File: config.mk
export PLATFORM = sky130hd
export DESIGN_NAME = synapse_mac
export DESIGN_NICKNAME = d
export VERILOG_FILES = /design/src/rtl/snn_pkg.sv /design/src/rtl/synapse_weight_rf.sv /design/src/rtl/synapse_mac.sv
export SDC_FILE = /design/constraint.sdc
export NUM_CORES = 1
export LEC_CHECK = 0
export BUFFER_PORTS_ARGS = -buffer_cell sky130_fd_sc_hd__buf_2
export CAP_MARGIN = 10
export CORE_MARGIN = 2
export CORE_UTILIZATION = 61
export DETAILED_ROUTE_END_ITERATION = 10
export PLACE_DENSITY_LB_ADDON = 0.2
export SYNTH_ARGS = -nofsm -noshare
export SYNTH_HDL_FRONTEND = slang
export SYNTH_SLANG_ARGS = --single-unit
File: constraint.sdc
create_clock -name clk -period 6.9 [get_ports clk]
set_input_delay 0.69 -clock clk [delete_from_list [all_inputs] [get_ports clk]]
set_output_delay 0.69 -clock clk [all_outputs]
set_load 0.05 [all_outputs]
File: src/rtl/snn_pkg.sv
// Shared constants and types for the spiking-neuron pipeline stages.
// Holds the synapse MAC state encoding and the accumulator width rule.
package snn_pkg;

    localparam int SNN_NUM_IN       = 16;
    localparam int SNN_DATA_WIDTH   = 8;
    localparam int SNN_WEIGHT_WIDTH = 8;

    typedef enum logic {
        ST_IDLE  = 1'b0,
        ST_ACCUM = 1'b1
    } mac_state_t;

    // One extra bit per doubling of inputs plus a sign bit keeps the signed sum exact.
    function automatic int calc_acc_w(input int weight_w, input int num_in);
        return weight_w + $clog2(num_in) + 1;
    endfunction

endpackage

File: src/rtl/synapse_weight_rf.sv
// Per-synapse signed weight registers: one synchronous write port,
// one combinational read port, synchronous clear on reset.
module synapse_weight_rf
    import snn_pkg::*;
#(
    parameter int NUM_IN       = SNN_NUM_IN,
    parameter int WEIGHT_WIDTH = SNN_WEIGHT_WIDTH
) (
    input  logic                      clk,
    input  logic                      rst,
    input  logic                      i_we,
    input  logic [$clog2(NUM_IN)-1:0] i_waddr,
    input  logic [WEIGHT_WIDTH-1:0]   i_wdata,
    input  logic [$clog2(NUM_IN)-1:0] i_raddr,
    output logic [WEIGHT_WIDTH-1:0]   o_rdata
);

    logic [WEIGHT_WIDTH-1:0] r_mem [NUM_IN];

    always_ff @(posedge clk) begin
        if (rst) begin
            for (int i = 0; i < NUM_IN; i++) begin
                r_mem[i] <= '0;
            end
        end else if (i_we && (int'(i_waddr) < NUM_IN)) begin
            r_mem[i_waddr] <= i_wdata;
        end
    end

    // A same-cycle write is not visible here until the next cycle.
    assign o_rdata = r_mem[i_raddr];

endmodule

File: src/rtl/synapse_mac.sv
// Serial synapse multiply-accumulate: one spike-gated weight per cycle,
// clamped to an unsigned neuron-body input.
module synapse_mac
    import snn_pkg::*;
#(
    parameter int NUM_IN       = SNN_NUM_IN,
    parameter int DATA_WIDTH   = SNN_DATA_WIDTH,
    parameter int WEIGHT_WIDTH = SNN_WEIGHT_WIDTH
) (
    input  logic                      clk,
    input  logic                      rst,
    input  logic                      in_valid,
    output logic                      in_ready,
    input  logic [NUM_IN-1:0]         in_spikes,
    input  logic                      w_we,
    input  logic [$clog2(NUM_IN)-1:0] w_addr,
    input  logic [WEIGHT_WIDTH-1:0]   w_data,
    output logic                      out_valid,
    output logic [DATA_WIDTH-1:0]     out_mac_sum,
    output logic                      out_busy
);

    localparam int IDX_W = $clog2(NUM_IN);
    localparam int ACC_W = calc_acc_w(WEIGHT_WIDTH, NUM_IN);
    localparam int EXT_W = ACC_W + DATA_WIDTH + 1;
    localparam logic signed [EXT_W-1:0] SUM_MAX =
        {{(EXT_W-DATA_WIDTH){1'b0}}, {DATA_WIDTH{1'b1}}};

    // Handshake: a frame transfers on a rising edge where in_valid and in_ready
    // are both high; in_ready is a pure function of the registered state.
    mac_state_t                r_state;
    logic [NUM_IN-1:0]         r_spikes;
    logic [IDX_W-1:0]          r_idx;
    logic signed [ACC_W-1:0]   r_acc;
    logic [DATA_WIDTH-1:0]     r_sum;
    logic                      r_valid;

    logic [WEIGHT_WIDTH-1:0]   w_weight;
    logic signed [ACC_W-1:0]   w_term;
    logic signed [ACC_W-1:0]   w_acc_next;
    logic signed [EXT_W-1:0]   w_acc_ext;
    logic [DATA_WIDTH-1:0]     w_clamped;
    logic                      w_last;

    synapse_weight_rf #(
        .NUM_IN       (NUM_IN),
        .WEIGHT_WIDTH (WEIGHT_WIDTH)
    ) u_weights (
        .clk     (clk),
        .rst     (rst),
        .i_we    (w_we),
        .i_waddr (w_addr),
        .i_wdata (w_data),
        .i_raddr (r_idx),
        .o_rdata (w_weight)
    );

    assign w_term     = r_spikes[r_idx]
                      ? {{(ACC_W-WEIGHT_WIDTH){w_weight[WEIGHT_WIDTH-1]}}, w_weight}
                      : '0;
    assign w_acc_next = r_acc + w_term;
    assign w_acc_ext  = {{(EXT_W-ACC_W){w_acc_next[ACC_W-1]}}, w_acc_next};
    assign w_last     = (r_idx == IDX_W'(NUM_IN - 1));

    always_comb begin
        w_clamped = w_acc_ext[DATA_WIDTH-1:0];
        if (w_acc_ext[EXT_W-1]) begin
            w_clamped = '0;
        end else if (w_acc_ext > SUM_MAX) begin
            w_clamped = '1;
        end
    end

    always_ff @(posedge clk) begin
        if (rst) begin
            r_state  <= ST_IDLE;
            r_spikes <= '0;
            r_idx    <= '0;
            r_acc    <= '0;
            r_sum    <= '0;
            r_valid  <= 1'b0;
        end else begin
            r_valid <= 1'b0;
            case (r_state)
                ST_IDLE: begin
                    if (in_valid) begin
                        r_spikes <= in_spikes;
                        r_idx    <= '0;
                        r_acc    <= '0;
                        r_state  <= ST_ACCUM;
                    end
                end
                ST_ACCUM: begin
                    r_acc <= w_acc_next;
                    r_idx <= r_idx + IDX_W'(1);
                    if (w_last) begin
                        r_sum   <= w_clamped;
                        r_valid <= 1'b1;
                        r_state <= ST_IDLE;
                    end
                end
                default: r_state <= ST_IDLE;
            endcase
        end
    end

    assign in_ready    = (r_state == ST_IDLE);
    assign out_busy    = (r_state == ST_ACCUM);
    assign out_valid   = r_valid;
    assign out_mac_sum = r_sum;

endmodule

* Yosys cells after proc, flatten, opt, wreduce, memory -nomap -nowiden
Memory sizes are Yosys's and may differ from the RTL's. A register that Yosys moved wholly into a read port is not among the register bits. Index checks and enable logic that the tools add are counted.
Operators by class: shifts and indexed selects 0, multiplexer cells 23, multipliers 0, $add $sub $neg 2, bitwise logic cells 1, reduce and logical (&&, ||, !) cells 4, equal/unequal tests 2, div/mod/pow operators 0, order comparisons 2
Operators by type and width (number):
- $mux 13 | 2
- $pmux 13 s2 | 1
- $mux 8 | 3
- $mux 4 | 4
- $add 13x13->13 | 1
- $gt 13x9->1 const B | 1
- $mux 1 | 10
- $pmux 4 s2 | 1
- $reduce_or 8->1 | 1
- $lt 4x5->1 const B | 1
- $add 4x1->4 const B | 1
- $bmux 1 s4 | 1
- $eq 4x4->1 const B | 1
- $reduce_and 2->1 | 2
- $ne 2x2->1 const B | 1
- $pmux 1 s2 | 1
- $reduce_or 2->1 | 1
- $not 1->1 | 1
Storage, ports and cells: input bits 32, memories 1, flip-flop bits (word level) 43, RAM bits 128, logic and storage cells 41, ROM bits 0, bits in latches 0
Memories:
- u_weights.r_mem | words 16, width 8, read ports 1, clocked after memory_dff 1, wr ports 16, RTL line synapse_weight_rf.sv:18 | logic [WEIGHT_WIDTH-1:0] r_mem [NUM_IN];

* Logic depth before layout (Yosys ltp)
depth after elaboration 7, depth in mapped cells 16, mapped depth without buffers 12

* Cells and area by module
From an unflattened synthesis, not the netlist that was laid out.
Second synthesis, totals: cell total of the unflattened synthesis 673, area, all modules 8355.5 sq um
Modules (own cells, without submodules):
- synapse_weight_rf | instances 1, sequential area each 3843.7 sq um, area each 5861.9 sq um, cells each 375
- synapse_mac | instances 1, sequential area each 860.8 sq um, area each 2493.6 sq um, cells each 298

* Worst setup path before layout
OpenSTA, ideal clock, no wires.
path type reg-to-reg, start point register (tool-made name), end point register r_sum[5] (netlist: out_mac_sum[5]), cell stages (with the launch flop) 17, setup slack 2.558 ns, data required time 6.781 ns, data arrival time 4.223 ns, library setup time 0.119 ns, path through dfxtp_1 -> buf_2 -> buf_2 -> buf_2 -> mux4_2 -> mux4_2 -> and2_1 -> ha_1 -> fa_1 -> a211oi_1 -> o21ai_1 -> a31oi_1 -> xnor2_1 -> or4_1 -> buf_1 -> nor2_1 -> o21ai_1
RTL lines:
- end signal, assigned | RTL line synapse_mac.sv:97 | r_sum <= w_clamped;
- end, declared | RTL line synapse_mac.sv:35 | logic [DATA_WIDTH-1:0] r_sum;

==> impl_metrics.py <==
metrics = {
    "status": {
        "status": "finished clean",
    },
    "min_path": {
        "hold_class": "register to register",
    },
    "routing": {
        "drt-initial-drc-count": 532,
        "vias_per_cell": 5.990,
        "wl_microns": 17490,
        "first_pass_iters": 5,
        "final_antenna_net_count": 0,
        "num_vias": 5181,
        "drc": 0,
        "wl_per_cell_microns": 20.22,
    },
    "sta": {
        "period_needed_ps": 4795,
        "worst_slew_pin_slew_ps": 1202,
        "hold_viol_final": 0,
        "fin_crit_sh": 0.6949,
        "finClkSkew_ps": 8.328,
        "rsz0062_at_grt": "false",
        "setup_ws_ps": 2105,
        "fin_tns_setup_ps": 0,
        "max_slew_margin": 0.1973,
        "drv_slew": 0,
        "fmax_ghz": 0.2085,
        "finalSetupViolCount": 0,
    },
    "finish": {
        "drive_gt1_frac": 0.1959,
        "area_growth_pct": 10.72,
        "fillers": 951,
        "multi_input_area_sq_mm": 0.003303,
        "final-seq-area_sq_mm": 0.004786,
        "mostFrequentLayoutCells": "135 x and2_1, 128 x edfxtp_1, 46 x dfxtp_1",
        "stdcell_count": 865,
        "fin_nets": 722,
        "diodes": 0,
        "final_common_cell": "and2_1",
    },
    "synthesis": {
        "synth_area_sq_mm": 0.008255,
        "synth.avg_cell_area_sq_um": 12.74,
        "syn_inst": 648,
        "synth_seq_area_share": 0.5796,
        "synth_seq_cells": 175,
        "yosys_most_used_dff": "edfxtp_1",
        "yosysUniqueCellTypes": 49,
        "synth_warnings": 0,
        "synth.top_cells.by_area": "edfxtp_1 47%, mux4_2 12%, dfxtp_1 11%",
        "netlist.top_cell.by_area": "edfxtp_1",
        "synth_top_area_frac": 0.4656,
        "synth_nets": 694,
        "async_flop_share": 0,
        "synth-edff-count": 128,
    },
    "global_routing": {
        "grt_max_degree": 56,
        "antenna_found_initial": 0,
        "grt_overflow": 0,
        "grt.total_usage": 0.2581,
        "gr-usage-met1": 0.3242,
        "first_global_vias": 5213,
        "use_met2": 0.4357,
        "grt_util_met3": 0.05094,
        "grt_pass1_wl_microns": 27490,
        "busiest_layer": "met2",
    },
    "worst_setup_path": {
        "cp.required_ps": 7210,
        "critPathLaunchType": "register",
        "path_cells": "buf_4 > mux4_2 > mux4_2 > and2_1 > ha_1 > fa_1 > a211oi_1 > o21ai_1 > a31oi_1 > xnor2_1 > or4_1 > nor2_1 > o21ai_1",
        "cpPeakStageDelay_ps": 800,
        "end_kind": "register",
        "worst-path-max-fanout": 20,
        "worstPathArrival_ps": 5110,
        "path_class": "register to register",
        "cpLargestDelayFamily": "multiplexers",
        "worst_path_max_delay_cell": "dfxtp_2",
        "cp_num_buf_inv": 1,
    },
    "clock_network": {
        "cts_resized": 0,
        "clk_pin_slew_ps": 60,
        "cts.sinks": 175,
        "cts.path.max_buffers": 2,
        "holdBufCountCts": 0,
        "cts_setup_buffers": 0,
        "cts_tree": "yes",
        "cts-root-buf": "clkbuf_16",
        "htreeDepth": 4,
        "cts_buffers": 17,
        "clock_latency_ps": 430,
    },
    "power": {
        "p_seq_frac": 0.527,
        "pwr-share-clk": 0.400,
        "swShare": 0.2201,
        "power.total_uw": 2289,
        "p_sw_uw": 503.8,
        "internal_power_uw": 1785,
        "max-vdd-ir-drop_mv": 0.1657,
        "powerDensity_mw_per_mm2": 250.4,
        "p_comb_frac": 0.073,
        "leakage_uw": 0.003333,
    },
    "job": {
        "cap_violations": 0,
    },
    "floorplanning": {
        "fp.dieH_microns": 120.3,
        "die_w_microns": 120.3,
        "io_pins": 43,
        "initial_core_util": 0.6234,
        "coreArea_sq_mm": 0.01324,
        "die_area_sq_mm": 0.01448,
        "rows": 42,
    },
    "placement": {
        "gp_congestion": 0.9310,
        "hpwlAfterDp_microns": 11800,
        "port_buffers": 42,
        "dp_slack_ps": 2112,
        "dp_cells": 833,
    },
}
==> worst reg2reg max path, stage by stage, from the launching register on <==
cell and delay [ps]:
dfxtp_2 800, buf_4 410, mux4_2 540, mux4_2 490
and2_1 170, ha_1 200, fa_1 430, a211oi_1 270
o21ai_1 160, a31oi_1 300, xnor2_1 130, or4_1 550
nor2_1 170, o21ai_1 70
==> cells by family (layout without fill, tap and decap cells) <==
group | Yosys count | count (layout) | synth area share
AND/OR/NAND/NOR | 285 | 285 | 0.1913
flip-flops | 175 | 175 | 0.5796
buffers and inverters | 42 | 83 | 0.02031
multiplexers | 45 | 45 | 0.1212
adder cells (fa/ha/maj) | 14 | 14 | 0.02213
XOR/XNOR | 11 | 11 | 0.01167
AO/OA/AOI/OAI | 76 | 76 | 0.05381
==> cell type report <==
cell class              instances  share of cell area
flip-flops and latches        175              0.5236
multi-input cells             431              0.3614
clock buffers                  25             0.05791
repair buffers                 45             0.02546
well taps                     176             0.02409
clock inverters                 7            0.005065
inverters                       6            0.002464
==> synthesized netlist by cell type, types with 6 or more instances <==
master / n
o21ai_0: 6
inv_1: 6
clkbuf_1: 28
nor2_1: 41
mux4_2: 44
nor2b_1: 6
ha_1: 13
o21ai_1: 9
nor3b_1: 13
xnor2_1: 7
a21oi_1: 38
edfxtp_1: 128
or2_2: 16
nand2_1: 45
nor3_1: 7
dfxtp_1: 47
and2_1: 135
==> routing by layer <==
metal  share of wire  routed length (microns)
met1            0.40                     7010
met2            0.52                     9024
met3           0.052                      918
met4           0.031                      534
met5               0                        0
==> through the flow <==
stage               hold WS (ps)  area, sq um    util
floorplan                  433.1         8255       -
global placement           432.1         8564  0.6467
detailed placement         439.0         8564  0.6467
CTS                        447.4         9140  0.6902
global route               466.2         9140  0.6902
finish                     447.6         9140  0.6902
==> worst paths after layout <==
path	from	to	slack [ps]	cells past startpoint
max reg2reg	register	out_mac_sum[7]	2100	13
min reg2reg	out_mac_sum[3]	out_mac_sum[3]	450	2
min	out_mac_sum[3]	out_mac_sum[3]	450	2
max	register	out_mac_sum[7]	2100	13
==> power groups by stage <==
| stage | logic [uW] | clock network, uW | registers (uW) |
|---|---|---|---|
| CTS | 167 | 925 | 1210 |
| finish | 166 | 916 | 1210 |
| global route | 180 | 962 | 1210 |
| detailed placement | 166 | 0 | 1230 |
| floorplan | 125 | 0 | 1210 |
| global placement | 162 | 0 | 1230 |
==> sequential cells by signal, summed over array words and instances, names as in the netlist, named ones only <==
| register | cells |
|---|---|
| r_acc | 13 |
| r_spikes | 16 |
| out_mac_sum | 8 |
| out_busy | 1 |
| r_idx | 4 |
| u_weights.r_mem | 128 |
| out_valid | 1 |
Note: power is estimated with default switching activity, not from simulation.
